===== config.mk =====
export PLATFORM = sky130hd
export DESIGN_NAME = out_module
export DESIGN_NICKNAME = d
export VERILOG_FILES = /design/src/rtl/out_module.sv
export SDC_FILE = /design/constraint.sdc
export NUM_CORES = 1
export LEC_CHECK = 0
export ABC_AREA = 0
export CORE_MARGIN = 10
export CORE_UTILIZATION = 57
export CTS_CLUSTER_DIAMETER = 50
export CTS_CLUSTER_SIZE = 20
export DETAILED_ROUTE_END_ITERATION = 16
export PLACE_DENSITY = 0.82
export SYNTH_ARGS = -nofsm -noshare
export SYNTH_HDL_FRONTEND = slang
export SYNTH_SLANG_ARGS = --single-unit

===== constraint.sdc =====
create_clock -name clk -period 6.8 [get_ports clk]
set_input_delay 1.36 -clock clk [delete_from_list [all_inputs] [get_ports clk]]
set_output_delay 1.36 -clock clk [all_outputs]
set_load 0.005 [all_outputs]

===== src/rtl/out_module.sv =====
// CPU output peripheral: 16-bit binary to 5-digit BCD (double-dabble) driving six active-low 7-seg digits.
// Optional signed display enabled by defining OUT_SIGNED_EN.
module out_module (
    input  logic        clk,
    input  logic        reset,
    input  logic [31:0] data_in,
    input  logic        write_en,
    output logic        busy,
    output logic        done,
    output logic [6:0]  hex0,
    output logic [6:0]  hex1,
    output logic [6:0]  hex2,
    output logic [6:0]  hex3,
    output logic [6:0]  hex4,
    output logic [6:0]  hex5
);

    typedef enum logic [1:0] {IDLE, CONV, UPDATE} state_t;

    state_t          state_q, state_d;
    logic [15:0]     bin_q, bin_d;
    logic [19:0]     bcd_q, bcd_d;
    logic [3:0]      cnt_q, cnt_d;
    logic            busy_q, busy_d;
    logic            done_q, done_d;
    logic [4:0][6:0] hex_q, hex_d;
    logic [4:0][6:0] hex_enc;
    logic [19:0]     adj;
    logic [4:0]      nz;
    logic [15:0]     operand;
    logic            unused_hi;

    assign unused_hi = ^data_in[31:16];

    function automatic logic [6:0] seg(input logic [3:0] d);
        case (d)
            4'd0:    seg = 7'h40;
            4'd1:    seg = 7'h79;
            4'd2:    seg = 7'h24;
            4'd3:    seg = 7'h30;
            4'd4:    seg = 7'h19;
            4'd5:    seg = 7'h12;
            4'd6:    seg = 7'h02;
            4'd7:    seg = 7'h78;
            4'd8:    seg = 7'h00;
            4'd9:    seg = 7'h10;
            default: seg = 7'h7F;
        endcase
    endfunction

`ifdef OUT_SIGNED_EN
    logic       sign_q, sign_d;
    logic [6:0] hex5_q, hex5_d;
    // Negating 0x8000 yields 0x8000 again, which is the correct 32768 magnitude.
    assign operand = data_in[15] ? (~data_in[15:0] + 16'd1) : data_in[15:0];
    assign hex5    = hex5_q;
`else
    assign operand = data_in[15:0];
    assign hex5    = 7'h7F;
`endif

    always_comb begin
        adj = '0;
        for (int unsigned i = 0; i < 5; i++) begin
            adj[4*i +: 4] = (bcd_q[4*i +: 4] >= 4'd5) ? bcd_q[4*i +: 4] + 4'd3 : bcd_q[4*i +: 4];
        end
    end

    // nz[i] is set when digit i or any digit above it is nonzero; zeros above the MSD blank.
    always_comb begin
        nz[4] = |bcd_q[19:16];
        nz[3] = nz[4] | (|bcd_q[15:12]);
        nz[2] = nz[3] | (|bcd_q[11:8]);
        nz[1] = nz[2] | (|bcd_q[7:4]);
        nz[0] = 1'b1;
        hex_enc = '1;
        for (int unsigned i = 0; i < 5; i++) begin
            if (nz[i]) hex_enc[i] = seg(bcd_q[4*i +: 4]);
        end
    end

    always_comb begin
        state_d = state_q;
        bin_d   = bin_q;
        bcd_d   = bcd_q;
        cnt_d   = cnt_q;
        busy_d  = busy_q;
        done_d  = 1'b0;
        hex_d   = hex_q;
`ifdef OUT_SIGNED_EN
        sign_d  = sign_q;
        hex5_d  = hex5_q;
`endif
        case (state_q)
            IDLE: begin
                if (write_en) begin
                    bin_d   = operand;
                    bcd_d   = '0;
                    cnt_d   = '0;
                    busy_d  = 1'b1;
                    state_d = CONV;
`ifdef OUT_SIGNED_EN
                    sign_d  = data_in[15];
`endif
                end
            end
            CONV: begin
                {bcd_d, bin_d} = {adj[18:0], bin_q, 1'b0};
                cnt_d = cnt_q + 4'd1;
                if (cnt_q == 4'd15) state_d = UPDATE;
            end
            UPDATE: begin
                hex_d   = hex_enc;
                done_d  = 1'b1;
                busy_d  = 1'b0;
                state_d = IDLE;
`ifdef OUT_SIGNED_EN
                hex5_d  = sign_q ? 7'h3F : 7'h7F;
`endif
            end
            default: state_d = IDLE;
        endcase
    end

    always_ff @(posedge clk or posedge reset) begin
        if (reset) begin
            state_q <= IDLE;
            bin_q   <= '0;
            bcd_q   <= '0;
            cnt_q   <= '0;
            busy_q  <= 1'b0;
            done_q  <= 1'b0;
            hex_q   <= {{4{7'h7F}}, 7'h40};
`ifdef OUT_SIGNED_EN
            sign_q  <= 1'b0;
            hex5_q  <= 7'h7F;
`endif
        end else begin
            state_q <= state_d;
            bin_q   <= bin_d;
            bcd_q   <= bcd_d;
            cnt_q   <= cnt_d;
            busy_q  <= busy_d;
            done_q  <= done_d;
            hex_q   <= hex_d;
`ifdef OUT_SIGNED_EN
            sign_q  <= sign_d;
            hex5_q  <= hex5_d;
`endif
        end
    end

    assign busy = busy_q;
    assign done = done_q;
    assign hex0 = hex_q[0];
    assign hex1 = hex_q[1];
    assign hex2 = hex_q[2];
    assign hex3 = hex_q[3];
    assign hex4 = hex_q[4];

endmodule


==> metrics.yaml, run 1 <==
global_routing:
  grt_max_degree: 80
  antenna_found_initial: 0
  grtUsageTotal: 0.1585
  gr-total-overflow: 0
  grt_pass1_vias: 3265
  grt_pass1_wl_um: 15170
timing:
  setup_violations: 0
  slew_viol_final: 0
  min_period_over_period: 0.4160
  period_minus_slack_ns: 2.829
  max_freq_ghz: 0.3535
  tightest_slew_ns: 1.063
  setup_tns_ns: 0
  rsz0062_at_grt: "no"
  finClkSkew_ns: 0.004760
  hold_viol_final: 0
  max-slew-margin-rel: 0.2895
routing:
  dr.pass1.iters: 4
  ant_nets: 0
  vias: 3392
  wl_per_cell_um: 14.41
  wirelength_um: 8845
  drc: 0
  vias_per_cell: 5.524
  first_iter_violations: 174
worst_setup_path:
  critPathLaunchType: "input pin"
  worstPathMaxFanout: 55
  rr_worst_depth: 5
  rrSetupSlack_ns: 4.39
  r2r-start: "state_q[0]"
  worstSetupPathType: "input pin to flop"
  cp.arrival_ns: 3.00
  required_ns: 6.98
  cp-end-kind: "flop"
  r2r_end: "hex2[6]"
worst_hold_path:
  hold_end: "hex4[0]"
  min_path_type: "flop to flop"
  min_delay_path_depth: 2
  min_from: "hex4[0]"
yosys:
  postSynthAreaPerCell_um2: 9.190
  ys_types: 45
  synth_seq_area_share: 0.4661
  synth-async-reset-ratio: 1.000
  synth_top_area_frac: 0.2897
  ys_seq_elements: 79
  netlist_area_um2: 4319
  synth-edff-count: 0
  yosys_most_used_dff: "dfrtp_1"
  yosys.area.top_type: "dfrtp_1"
  ys_warn_count: 0
  synth.area.top_cells: "dfrtp_1, dfstp_2, ha_1"
  synthCells: 470
floorplan:
  die_area_um2: 11460
  num_io_pins: 79
  num_rows: 31
  initial_core_util: 0.5923
  fp.dieH_um: 107.1
  die_w_um: 107.1
  core-area_um2: 7292
power_and_ir_drop:
  peakVddDrop_uv: 216.7
  p_leak_nw: 2.082
  powerDensity_nw_per_um2: 497.3
place:
  finalWeightedCongestion: 0.8426
  port_buffers: 55
  dpl.hpwl_um: 6067
cts:
  clock_latency_ns: 0.34
  cts_hold_buffers: 0
  path_clk_slew_ns: 0.08
  tritoncts: "yes"
  htreeDepth: 3
  cts_root_buffer: "clkbuf_8"
  postCtsSetupBuffers: 0
  numCtsBuffers: 9
  clock_path_buffers: 2
  clkSinkCount: 79
  cts_resized: 0
final_layout:
  final_cell_mix: "nand2_1, o21ai_0, clkdlybuf4s50_1"
  final_common_cell: "nand2_1"
  n_antenna_cell: 0
  fin_nets: 572
  utilization: 0.6942
  syn_to_final_growth_pct: 17.21
  layout-drive-gt1-share: 0.1068
run:
  maxCapViolCount: 0
outcome:
  status: "finished clean"
-- worst max-delay path, cell delays in order --
cell             delay [ns]
clkdlybuf4s50_1        0.52
o21bai_4               0.87
o21ai_0                0.25
-- logic make-up after synthesis --
logic type / Yosys count / share of synthesized area
DFF: 79 / 0.4661
muxes: 18 / 0.04200
adders and majority gates: 26 / 0.07532
and+or+nand+nor: 144 / 0.1477
xor gates and xnor gates: 8 / 0.01622
buffers and inverters: 59 / 0.06286
AOI/OAI and AO/OA: 135 / 0.1889
other: 1 / 0.0008682
-- per-layer routing --
| layer | GRT usage | vias up | share of wire |
|---|---|---|---|
| met2 | 0.2570 | 80 | 0.50 |
| met3 | 0.05150 | 15 | 0.058 |
| met1 | 0.1907 | 1621 | 0.43 |
| li1 | - | 1676 | - |
| met5 | 0 | - | 0 |
| met4 | 0.06286 | 0 | 0.014 |
-- Yosys cell counts (4+ instances only) --
cell type and n:
a31oi_1 8, nor3b_1 4, buf_4 9, dfstp_2 29, o31ai_1 6, inv_1 25
xnor2_1 7, nand2_1 72, o311ai_1 5, o22a_1 7, nand3_1 8, nor2_1 40
mux2i_1 17, nand2b_1 11, clkbuf_1 11, ha_1 26, buf_2 13, o21ai_0 58
o22ai_1 5, dfrtp_1 50, a21oi_1 29
-- flip-flops by register name, indices dropped and copies added (netlist names) --
signal	flops
cnt_q	4
bin_q	16
hex4	7
hex3	7
bcd_q	20
done	1
busy	1
hex1	7
state_q	2
hex0	7
hex2	7
-- through the flow --
stage / power, W / cells / hold WS [ns] / setup slack, ns / instance area (um^2)
after floorplan: 0.001781 / 476 / 0.4492 / 3.465 / 4342
after global placement: 0.002109 / 599 / 0.4495 / 3.678 / 4865
after detailed placement: 0.002168 / 599 / 0.4632 / 3.600 / 4865
after CTS: 0.002530 / 614 / 0.4740 / 3.958 / 5062
after global routing: 0.002737 / 614 / 0.5036 / 3.807 / 5062
final: 0.002518 / 614 / 0.4728 / 3.971 / 5062
-- final cells by class --
type | count | area [um^2]
fillers | 591 | 2230
flip-flops and latches | 79 | 2013
multi-input cells | 338 | 2064
repair buffers | 57 | 565.5
clock inverters | 3 | 42.54
well taps | 99 | 123.9
inverters | 26 | 97.59
clock buffers | 12 | 155.1
-- power by group --
| group | switching, W | leakage (nW) | internal (W) |
|---|---|---|---|
| sequential | 0.000236 | 0.927 | 0.000738 |
| clock | 0.000163 | 0.0985 | 0.000187 |
| combinational | 0.000607 | 1.06 | 0.000586 |
-- worst max path at each step --
| stage | slack (ns) | depth (start not counted) | to | start |
|---|---|---|---|---|
| 2_1_floorplan | 3.46 | 1 | bcd_q[0] | reset |
| 3_3_place_gp | 3.68 | 3 | bin_q[5] | write_en |
| 3_5_place_dp | 3.60 | 3 | bin_q[14] | write_en |
| 4_1_cts | 3.96 | 3 | bin_q[14] | write_en |
| 5_1_grt | 3.81 | 3 | bin_q[6] | write_en |
| 6_report | 3.97 | 3 | bin_q[14] | write_en |
Note: power is estimated with default switching activity, not from simulation.
==> inputs of run 2 (changes only) <==
CORE_UTILIZATION = 48   (was 57)
PLACE_DENSITY = 0.73   (was 0.82)
clock period = 2.5 ns   (was 6.8 ns; I/O delays follow)
==> run 2 against run 1 <==
Sequential cell count stayed put. Clock power grew to 2.9 times the previous value. Register-to-register slack worse by 3.8 ns. Sequential power grew to 2.7 times the previous value. Global-route usage is 1.7 points lower. Clock-buffer cell count stayed put.
==> metrics.yaml, run 2 (same netlist as run 1, synthesis figures left out) <==
power_and_ir_drop:
  sw_frac_of_total: 0.3990  # was 0.3996
  p_sw_w: 0.002769  # was 0.001006 W
  powerDensity_nw_per_um2: 1344  # was 497.3 nW/um^2
  internal_power_w: 0.004171  # was 0.001512 W
  power_frac_seq: 0.384  # was 0.387
  peakVddDrop_uv: 536.0  # was 216.7 uV
  clkPwrFrac: 0.145  # was 0.139
  pwr-share-comb: 0.471  # was 0.474
  p_leak_nw: 2.124  # was 2.082 nW
final_layout:
  largest_reg_flops: 20  # unchanged
  final_cell_mix: "nand2_1, o21ai_0, clkdlybuf4s50_1"  # unchanged
  layout-drive-gt1-share: 0.1205  # was 0.1068
  final_area_um2: 5164  # was 5062 um^2
  largest_registers: "bcd_q: 20 flops, bin_q: 16 flops"  # unchanged
  fin_cells: 631  # was 614
  regMostFlops: "bcd_q"  # unchanged
  final_common_cell: "nand2_1"  # unchanged
  n_antenna_cell: 0  # unchanged
  fillers: 790  # was 591
  fin_nets: 579  # was 572
  syn_to_final_growth_pct: 19.55  # was 17.21%
floorplan:
  fp.dieH_um: 114.9  # was 107.1 um
  num_rows: 34  # was 31
  initial_core_util: 0.4953  # was 0.5923
  core-area_um2: 8721  # was 7292 um^2
  die_area_um2: 13190  # was 11460 um^2
  num_io_pins: 79  # unchanged
  die_w_um: 114.9  # was 107.1 um
routing:
  dr.pass1.iters: 4  # unchanged
  ant_nets: 0  # unchanged
  wirelength_um: 9211  # was 8845 um
  vias_per_cell: 5.357  # was 5.524
  drc: 0  # unchanged
  vias: 3380  # was 3392
  wl_per_cell_um: 14.60  # was 14.41 um
  first_iter_violations: 170  # was 174
cts:
  postCtsSetupBuffers: 0  # unchanged
  htreeDepth: 3  # unchanged
  numCtsBuffers: 9  # unchanged
  clock_latency_ns: 0.36  # was 0.34 ns
  path_clk_slew_ns: 0.09  # was 0.08 ns
  tritoncts: "yes"  # unchanged
  cts_hold_buffers: 0  # unchanged
  clock_path_buffers: 2  # unchanged
  cts_root_buffer: "clkbuf_8"  # unchanged
  cts_resized: 0  # unchanged
  clkSinkCount: 79  # unchanged
timing:
  hold_viol_final: 0  # unchanged
  slew_viol_final: 0  # unchanged
  setup_violations: 0  # unchanged
  hold_ws_ns: 0.4695  # was 0.4728 ns
  tightest_slew_ns: 0.5329  # was 1.063 ns
  setup_tns_ns: 0  # unchanged
  max-slew-margin-rel: 0.6443  # was 0.2895
  min_period_over_period: 0.7719
  finClkSkew_ns: 0.008372  # was 0.004760 ns
  period_minus_slack_ns: 1.930
  setup_ws_ns: 0.5702  # was 3.971 ns
  max_freq_ghz: 0.5182
  rsz0062_at_grt: "no"  # unchanged
global_routing:
  grt_pass1_vias: 3313  # was 3265
  antenna_found_initial: 0  # unchanged
  grtUsageTotal: 0.1418  # was 0.1585
  gr-total-overflow: 0  # unchanged
  grt_max_degree: 40  # was 80
  grt_pass1_wl_um: 15680  # was 15170 um
place:
  dp_cells: 615  # was 599
  finalWeightedCongestion: 0.8284  # was 0.8426
  post-place-ws_ns: 0.5803  # was 3.600 ns
  dpl.hpwl_um: 6539  # was 6067 um
  dpl_cell_area_um2: 4955  # was 4865 um^2
  port_buffers: 55  # unchanged
worst_setup_path:
  rr_worst_depth: 6  # was 5
  worstPathMaxFanout: 6  # was 55
  cp.arrival_ns: 2.21  # was 3.00 ns
  required_ns: 2.78  # was 6.98 ns
  cp-end-kind: "flop"  # unchanged
  critPathLaunchType: "flop"  # was input pin
  worstSetupPathType: "flop to flop"  # was input pin to flop
outcome:
  status: "finished clean"  # unchanged
worst_hold_path:
  min_delay_path_depth: 2  # unchanged
  min_path_type: "flop to flop"  # unchanged
run:
  maxCapViolCount: 0  # unchanged
-- run 2: cell types whose count changed in the layout (fill, tap and decap cells not counted), sizes merged --
| cell | delta |
|---|---|
| clkinv | +1 |
| buf | +7 |
| inv | -1 |
| clkinvlp | +1 |
-- run 2: through the flow --
stage                     total power [W]  utilization
after floorplan                  0.004844            -
after global placement           0.005826       0.5681
after detailed placement         0.005968       0.5681
after CTS                        0.007005       0.5921
after global routing             0.007562       0.5921
final                            0.006940       0.5921
-- run 2: power groups by stage --
stage          Clock, W  Sequential, W  Combinational, W
3_3_place_gp          0        0.00264           0.00318
2_1_floorplan         0        0.00241           0.00244
6_report        0.00101        0.00266           0.00327
4_1_cts         0.00102        0.00266           0.00332
3_5_place_dp          0        0.00268           0.00329
5_1_grt         0.00108        0.00278           0.00370
-- run 2: per-layer routing --
metal	up-vias	track usage	routed length, um
li1	1690	-	-
met1	1606	0.1749	4123
met2	67	0.2282	4414
met3	17	0.03594	432
met4	0	0.06518	240
met5	-	0	0
-- run 2: path summary, 6_finish.rpt --
path                            startpoint       end  slack (ns)
worst max-delay path             bcd_q[12]   hex1[0]        0.57
worst min-delay path               hex0[3]   hex0[3]        0.47
worst max register to register   bcd_q[12]   hex1[0]        0.57
worst min register to register     hex0[3]   hex0[3]        0.47
max in group asynchronous            reset   hex4[1]        1.37
min in group asynchronous            reset  bin_q[5]        0.49
-- run 2: layout make-up --
cell class              count  area (um^2)  share of cell area
flip-flops and latches     79         2013              0.3899
multi-input cells         338         2064              0.3998
repair buffers             64        643.1              0.1245
inverters                  26        98.84             0.01914
clock buffers              12        155.1             0.03005
clock inverters             4        53.80             0.01042
well taps                 108        135.1             0.02617
-- run 2: worst max-delay path, cell delays in order, from the launching register on --
cell and delay (ns):
dfrtp_1 0.46, inv_1 0.17, ha_1 0.32, and3_4 0.24, nand4_4 0.15, o211a_4 0.31, a31oi_1 0.19
